===== src/rtl/sipo_deser_pkg.sv =====
// sipo_deser_pkg: state encodings, parity sense and counter sizing shared by the SIPO receiver
package sipo_deser_pkg;
  typedef enum logic {ST_RX = 1'b0, ST_PAR = 1'b1} state_e;
  localparam logic PAR_EVEN = 1'b0;
  function automatic int cnt_w(input int w);
    return $clog2(w + 1);
  endfunction
endpackage


===== src/rtl/sipo_deser_if.sv =====
// sipo_deser_if: serial input link plus parallel word handshake of the SIPO receiver
interface sipo_deser_if #(parameter int WIDTH = 4);
  logic             sin;
  logic             sin_valid;
  logic             sync;
  logic [WIDTH-1:0] dout;
  logic             dout_valid;
  logic             dout_ready;
  logic             busy;
  logic             overrun;
  logic             parity_err;
  modport master (output sin, sin_valid, sync, dout_ready,
                  input  dout, dout_valid, busy, overrun, parity_err);
  modport slave  (input  sin, sin_valid, sync, dout_ready,
                  output dout, dout_valid, busy, overrun, parity_err);
endinterface


===== src/rtl/sipo_deser_bit_cnt.sv =====
// sipo_bit_cnt: serial bit counter with async clear, sync restart, increment and terminal-count flag
module sipo_bit_cnt
  import sipo_deser_pkg::*;
#(
  parameter int WIDTH = 4,
  parameter int CW    = cnt_w(WIDTH)
) (
  input  logic          clk,
  input  logic          clr_n,
  input  logic          sync,
  input  logic          inc,
  output logic [CW-1:0] cnt,
  output logic          last_bit
);
  logic [CW-1:0] cnt_d, cnt_q;
  assign last_bit = cnt_q == CW'(WIDTH - 1);
  assign cnt      = cnt_q;
  // a restart that coincides with a bit counts that bit as the first of the new word
  always_comb cnt_d = sync ? CW'(inc) : inc ? (last_bit ? '0 : cnt_q + 1'b1) : cnt_q;
  always_ff @(posedge clk or negedge clr_n)
    if (!clr_n) cnt_q <= '0;
    else        cnt_q <= cnt_d;
endmodule


===== src/rtl/sipo_deser.sv =====
// sipo_deser: MSB-first serial-to-parallel receiver with valid/ready output; PARITY_CHECK_EN adds an even-parity bit
module sipo_deser
  import sipo_deser_pkg::*;
#(
  parameter int WIDTH = 4
) (
  input logic         clk,
  input logic         clr_n,
  sipo_deser_if.slave bus
);
  localparam int CW = cnt_w(WIDTH);
`ifdef PARITY_CHECK_EN
  localparam int SW = WIDTH;
`else
  localparam int SW = WIDTH - 1;
`endif
  state_e           state_d, state_q;
  logic [SW-1:0]    shreg_d, shreg_q;
  logic [WIDTH-1:0] dout_d, dout_q, word;
  logic             dout_valid_d, dout_valid_q;
  logic             overrun_d, overrun_q;
  logic             commit, ovr, inc, last_bit;
  logic [CW-1:0]    cnt;
  sipo_bit_cnt #(.WIDTH(WIDTH), .CW(CW)) u_cnt (
    .clk      (clk),
    .clr_n    (clr_n),
    .sync     (bus.sync),
    .inc      (inc),
    .cnt      (cnt),
    .last_bit (last_bit)
  );
  assign inc = bus.sin_valid & (bus.sync | (state_q == ST_RX));
`ifdef PARITY_CHECK_EN
  logic par_bad, parity_err_q;
  assign word    = shreg_q;
  assign commit  = bus.sin_valid & ~bus.sync & (state_q == ST_PAR);
  assign par_bad = (^{shreg_q, bus.sin}) != PAR_EVEN;
  always_ff @(posedge clk or negedge clr_n)
    if (!clr_n) parity_err_q <= 1'b0;
    else        parity_err_q <= commit & par_bad;
  assign bus.parity_err = parity_err_q;
`else
  // the last bit goes straight into dout, so the shift register only needs WIDTH-1 bits
  assign word    = {shreg_q, bus.sin};
  assign commit  = bus.sin_valid & ~bus.sync & (state_q == ST_RX) & last_bit;
  assign bus.parity_err = 1'b0;
`endif
  always_comb begin
    state_d = bus.sync ? ST_RX : state_q;
`ifdef PARITY_CHECK_EN
    if (!bus.sync && bus.sin_valid) state_d = (state_q == ST_RX && last_bit) ? ST_PAR : ST_RX;
`endif
    shreg_d      = bus.sync ? SW'(inc & bus.sin) : inc ? SW'({shreg_q, bus.sin}) : shreg_q;
    ovr          = commit & dout_valid_q & ~bus.dout_ready;
    dout_d       = (commit & ~ovr) ? word : dout_q;
    dout_valid_d = commit | (dout_valid_q & ~bus.dout_ready);
    overrun_d    = ovr;
  end
  always_ff @(posedge clk or negedge clr_n)
    if (!clr_n) begin
      state_q      <= ST_RX;
      shreg_q      <= '0;
      dout_q       <= '0;
      dout_valid_q <= 1'b0;
      overrun_q    <= 1'b0;
    end else begin
      state_q      <= state_d;
      shreg_q      <= shreg_d;
      dout_q       <= dout_d;
      dout_valid_q <= dout_valid_d;
      overrun_q    <= overrun_d;
    end
  assign bus.dout       = dout_q;
  assign bus.dout_valid = dout_valid_q;
  assign bus.overrun    = overrun_q;
  assign bus.busy       = (cnt != '0) | (state_q == ST_PAR);
endmodule


===== src/flat_wrapper.sv =====
// flat-port wrapper written by rule: the top's interface ports become plain ports
module sipo_deser_flat import sipo_deser_pkg::*;
#(
  parameter int WIDTH = 4
)
  (clk, clr_n, bus_sin, bus_sin_valid, bus_sync, bus_dout_ready, bus_dout, bus_dout_valid, bus_busy, bus_overrun, bus_parity_err);
  sipo_deser_if #(.WIDTH(WIDTH)) bus_i ();
  input logic clk;
  input logic clr_n;
  input wire logic [$bits(bus_i.sin)-1:0] bus_sin;
  input wire logic [$bits(bus_i.sin_valid)-1:0] bus_sin_valid;
  input wire logic [$bits(bus_i.sync)-1:0] bus_sync;
  input wire logic [$bits(bus_i.dout_ready)-1:0] bus_dout_ready;
  output wire logic [$bits(bus_i.dout)-1:0] bus_dout;
  output wire logic [$bits(bus_i.dout_valid)-1:0] bus_dout_valid;
  output wire logic [$bits(bus_i.busy)-1:0] bus_busy;
  output wire logic [$bits(bus_i.overrun)-1:0] bus_overrun;
  output wire logic [$bits(bus_i.parity_err)-1:0] bus_parity_err;
  assign bus_i.sin = bus_sin;
  assign bus_i.sin_valid = bus_sin_valid;
  assign bus_i.sync = bus_sync;
  assign bus_i.dout_ready = bus_dout_ready;
  assign bus_dout = bus_i.dout;
  assign bus_dout_valid = bus_i.dout_valid;
  assign bus_busy = bus_i.busy;
  assign bus_overrun = bus_i.overrun;
  assign bus_parity_err = bus_i.parity_err;
  sipo_deser #(.WIDTH(WIDTH)) u_core (.clk(clk), .clr_n(clr_n), .bus(bus_i));
endmodule

===== config.mk =====
export PLATFORM = sky130hd
export DESIGN_NAME = sipo_deser_flat
export DESIGN_NICKNAME = d
export VERILOG_FILES = /design/src/rtl/sipo_deser_pkg.sv /design/src/rtl/sipo_deser_if.sv /design/src/rtl/sipo_deser_bit_cnt.sv /design/src/rtl/sipo_deser.sv /design/src/flat_wrapper.sv
export SDC_FILE = /design/constraint.sdc
export NUM_CORES = 1
export LEC_CHECK = 0
export ABC_AREA = 1
export CORE_AREA = 2 2 39 41
export CTS_CLUSTER_DIAMETER = 120
export DETAILED_ROUTE_END_ITERATION = 6
export DIE_AREA = 0 0 41 43
export PLACE_DENSITY = 0.68
export RECOVER_POWER = 50
export SLEW_MARGIN = 20
export SYNTH_ARGS = -nofsm -noshare
export SYNTH_HDL_FRONTEND = slang
export SYNTH_SLANG_ARGS = --single-unit

===== constraint.sdc =====
create_clock -name clk -period 2.6 [get_ports clk]
set_input_delay 0.39 -clock clk [delete_from_list [all_inputs] [get_ports clk]]
set_output_delay 0.39 -clock clk [all_outputs]
set_load 0.1 [all_outputs]

* After elaboration in Yosys (flattened, before gate mapping)
Index checks and enable logic that the tools add are counted.
** Operators by class
- Muxes and demuxes :: 5
- Bitwise gates (word level) :: 11
- $add $sub $neg :: 1
- Reductions and logical operators :: 2
- Equality and inequality tests :: 1
** Operators by type and width (count)
- $mux W3 :: 5
- $and A1 B1 Y1 :: 7
- $add A3 B1 Y3 const B :: 1
- $eq A3 B2 Y1 const B :: 1
- $not A1 Y1 :: 3
- $reduce_bool A3 Y1 :: 1
- $reduce_bool A2 Y1 :: 1
- $or A1 B1 Y1 :: 1
** Word-level totals
- Output and inout port bits :: 8
- Bits in registers :: 12

* Longest topological paths before layout
- Depth after elaboration :: 7
- Depth in mapped cells :: 6
- Gate-level depth less buffers :: 6

* Modules after synthesis
Synthesis repeated with hierarchy kept, for this count alone.
** Unflattened totals
- Cell total of the unflattened synthesis :: 60
- Area total of the unflattened synthesis :: 555.5 um2
** By module, submodules not included
- sipo_deser :: cells an instance 42, instances 1, area an instance 404.1 um2
- sipo_bit_cnt :: cells an instance 18, instances 1, area an instance 151.4 um2

* Least setup slack after synthesis
Ideal clock, no wire load.
- Path type :: reg-to-output
- Start point :: register u_core.u_cnt.cnt_q[0] (netlist: u_core.u_cnt.cnt[0])
- End point :: output bus_busy
- Path buffers :: 0
- Arrival :: 1.224 ns
- Path slack :: 0.986 ns
- Stages on the path, launching flop included :: 4
- Path through :: dfrtp_1 inv_1 ha_1 nand2_1
** Between the ends
- Cells in the longest elaborated chain, start to end :: 1
** RTL lines
- from (decl) :: line sipo_deser_bit_cnt.sv:15 : logic [CW-1:0] cnt_d, cnt_q;
- from (signal assigned) :: line sipo_deser_bit_cnt.sv:22 : else cnt_q <= cnt_d;
- $reduce_bool A3 Y1 :: line sipo_deser.sv:76 : assign bus.busy = (cnt != '0) | (state_q == ST_PAR);
- to (decl) :: line flat_wrapper.sv:16 : output wire logic [$bits(bus_i.busy)-1:0] bus_busy;
Every way passes these cells.

* Final worst setup path
Same ends and word-level chain as after synthesis.

==> results.toml <==
[status]
status = "complete, no violations"

[pwr]
peakVddDrop_uv = 379
cellPowerDensity_nw_per_um2 = 776
fin_total_pwr_uw = 525
power_leakage_nw = 0.355

[timing]
grt_setup_unrepaired = "false"
slew_violations = 0
finalSetupViolCount = 0
relSlewSlack_pct = 64.9
fin_tns_setup_ps = 0
layout_min_cycle_time_ps = 1620
worst_slew_pin_slew_ps = 524
fin_crit_sh_pct = 62.5
finClkSkew_ps = 1.16
finalHoldViolCount = 0
fmax_mhz = 616
hold_ws_ps = 478

[setup_path]
cp-end-kind = "output pin"
crit_chain = "inv_1, ha_1, nand2_1, buf_4"
required_ps = 2210
path_max_fanout = 3
cp_top_family = "flip-flops"
startpoint_type = "register"
crit_slowest_cell = "dfrtp_1"
crit_type = "reg -> out"
cp.arrival_ps = 1230
cpPeakStageDelay_ps = 370
path_buf_inv = 2

[floorplan]
fp-row-count = 14
boundaryPins = 14
die_h_um = 43
core_um2 = 1380
die_w_um = 41
start_util_pct = 39.0
die_area_um2 = 1760

[job]
drv_cap = 0

[place]
io_buffers = 12
dpl.hpwl_um = 729
gp_congestion = 0.798

[clocking]
cts-htree-levels = 1
cts_hold_repair.buffers = 0
cts_buffer_depth = 2
cts.sinks = 12
cts_buffers = 3
path_clk_slew_ps = 70
cts_root_buffer = "clkbuf_4"
post-cts-setup-buffers = 0
clk_latency_ps = 260
cts_tree = "yes"
post_cts_resized = 0

[worst_hold_path]
hold_class = "reg -> reg"

[finish]
utilization_pct = 48.9
diodes = 0
n_fill_cell = 138
nets = 84
area_growth_pct = 25.5
drive_gt1_share_pct = 20.3

[synth]
syn_avg_cell_area_um2 = 8.99
synth.cell_area_um2 = 539
seq_area_frac_synth_pct = 55.7
yosysWarnings = 0
ys_seq_elements = 12
synthesis.nets = 68
synth_cells = 60
synthDistinctLibCells = 17

[routing]
num_vias = 419
antenna_left = 0
drt_pass1_iterations = 4
viasPerCell = 4.66
drc = 0
drt-initial-drc-count = 6
wl_um = 917
wl_per_cell_um = 10.2

[global_route]
grt_pass1_wl_um = 1430
track_usage_pct = 12.6
grt_max_degree = 13
first_global_vias = 357
gr-total-overflow = 0
antenna_found_initial = 0
-- power by group --
part	switching (mW)	internal, mW
Sequential	0.0107	0.206
Clock	0.0564	0.0535
Combinational	0.159	0.0398
-- synthesized netlist by cell type (all sizes together) --
cell type  instances  share of area [%]
nor2               4                4.6
nand3              6                6.5
conb               1               0.70
o22ai              1                1.2
a21oi              2                1.9
o21ai              3                2.8
ha                 2                4.6
nand2             17                 12
a211oi             1                1.4
buf                1                1.4
dfrtp             12                 56
inv               10                7.0
-- area by class of cell --
type | instances | area [µm²] | area share, %
Tap cell | 16 | 20.0 | 2.96
Inverter | 10 | 37.5 | 5.55
Multi-Input combinational cell | 37 | 194 | 28.7
Sequential cell | 12 | 300 | 44.4
Clock buffer | 3 | 22.5 | 3.33
Timing Repair Buffer | 12 | 103 | 15.2
-- registers in the layout (all words and copies together) (netlist names) --
register               count
u_core.bus.dout            4
u_core.shreg_q             3
u_core.bus.dout_valid      1
u_core.bus.overrun         1
u_core.u_cnt.cnt           3
-- worst register-to-register path, delay by kind of cell (launching register included) --
kind          cells  cell delay (ps)
flops             1              370
fa+ha+maj         1              200
buf+inv           1               50
simple gates      4              340
-- routing by layer --
metal | up-vias | global-route usage [%] | wire length, µm
met5 | - | 0 | 0
met4 | 0 | 10.0 | 0
met3 | 0 | 3.14 | 53
met2 | 10 | 16.9 | 445
met1 | 194 | 16.3 | 418
li1 | 215 | - | -
-- per-stage QoR --
stage                     worst slack [ps]  area (µm²)  cells
after global placement                1100         654     87
after floorplan                        986         539     60
after global routing                   919         677     90
after detailed placement              1060         654     87
final                                  976         677     90
after CTS                              963         677     90
-- worst paths after layout --
check                                    start            endpoint  slack [ps]  cells after the start
max                        u_core.u_cnt.cnt[0]            bus_busy         980                      4
min                         u_core.bus.dout[2]  u_core.bus.dout[2]         480                      2
max reg2reg                u_core.u_cnt.cnt[0]  u_core.bus.dout[0]        1520                      6
min reg2reg                 u_core.bus.dout[2]  u_core.bus.dout[2]         480                      2
max in group asynchronous                clr_n  u_core.bus.dout[2]        1720                      1
min in group asynchronous                clr_n  u_core.bus.dout[3]         540                      1
-- cell families (layout without fill, tap and decap cells) --
group / Yosys count / in the layout / share of synthesized area [%]
fa+ha+maj: 2 / 2 / 4.64
other cells: 1 / 1 / 0.695
compound gates: 7 / 7 / 7.19
buf+inv: 11 / 25 / 8.35
flops: 12 / 12 / 55.7
simple gates: 27 / 27 / 23.4
-- cell usage in the layout, fill, tap and decap left out, drive strengths merged, types with 3 or more instances in the layout --
cell type and count:
buf 7, clkbuf 3, clkdlybuf4s50 3, dfrtp 12, inv 10, nand2 17, nand3 6, nor2 4
o21ai 3
(Power assumes the default switching activity.)
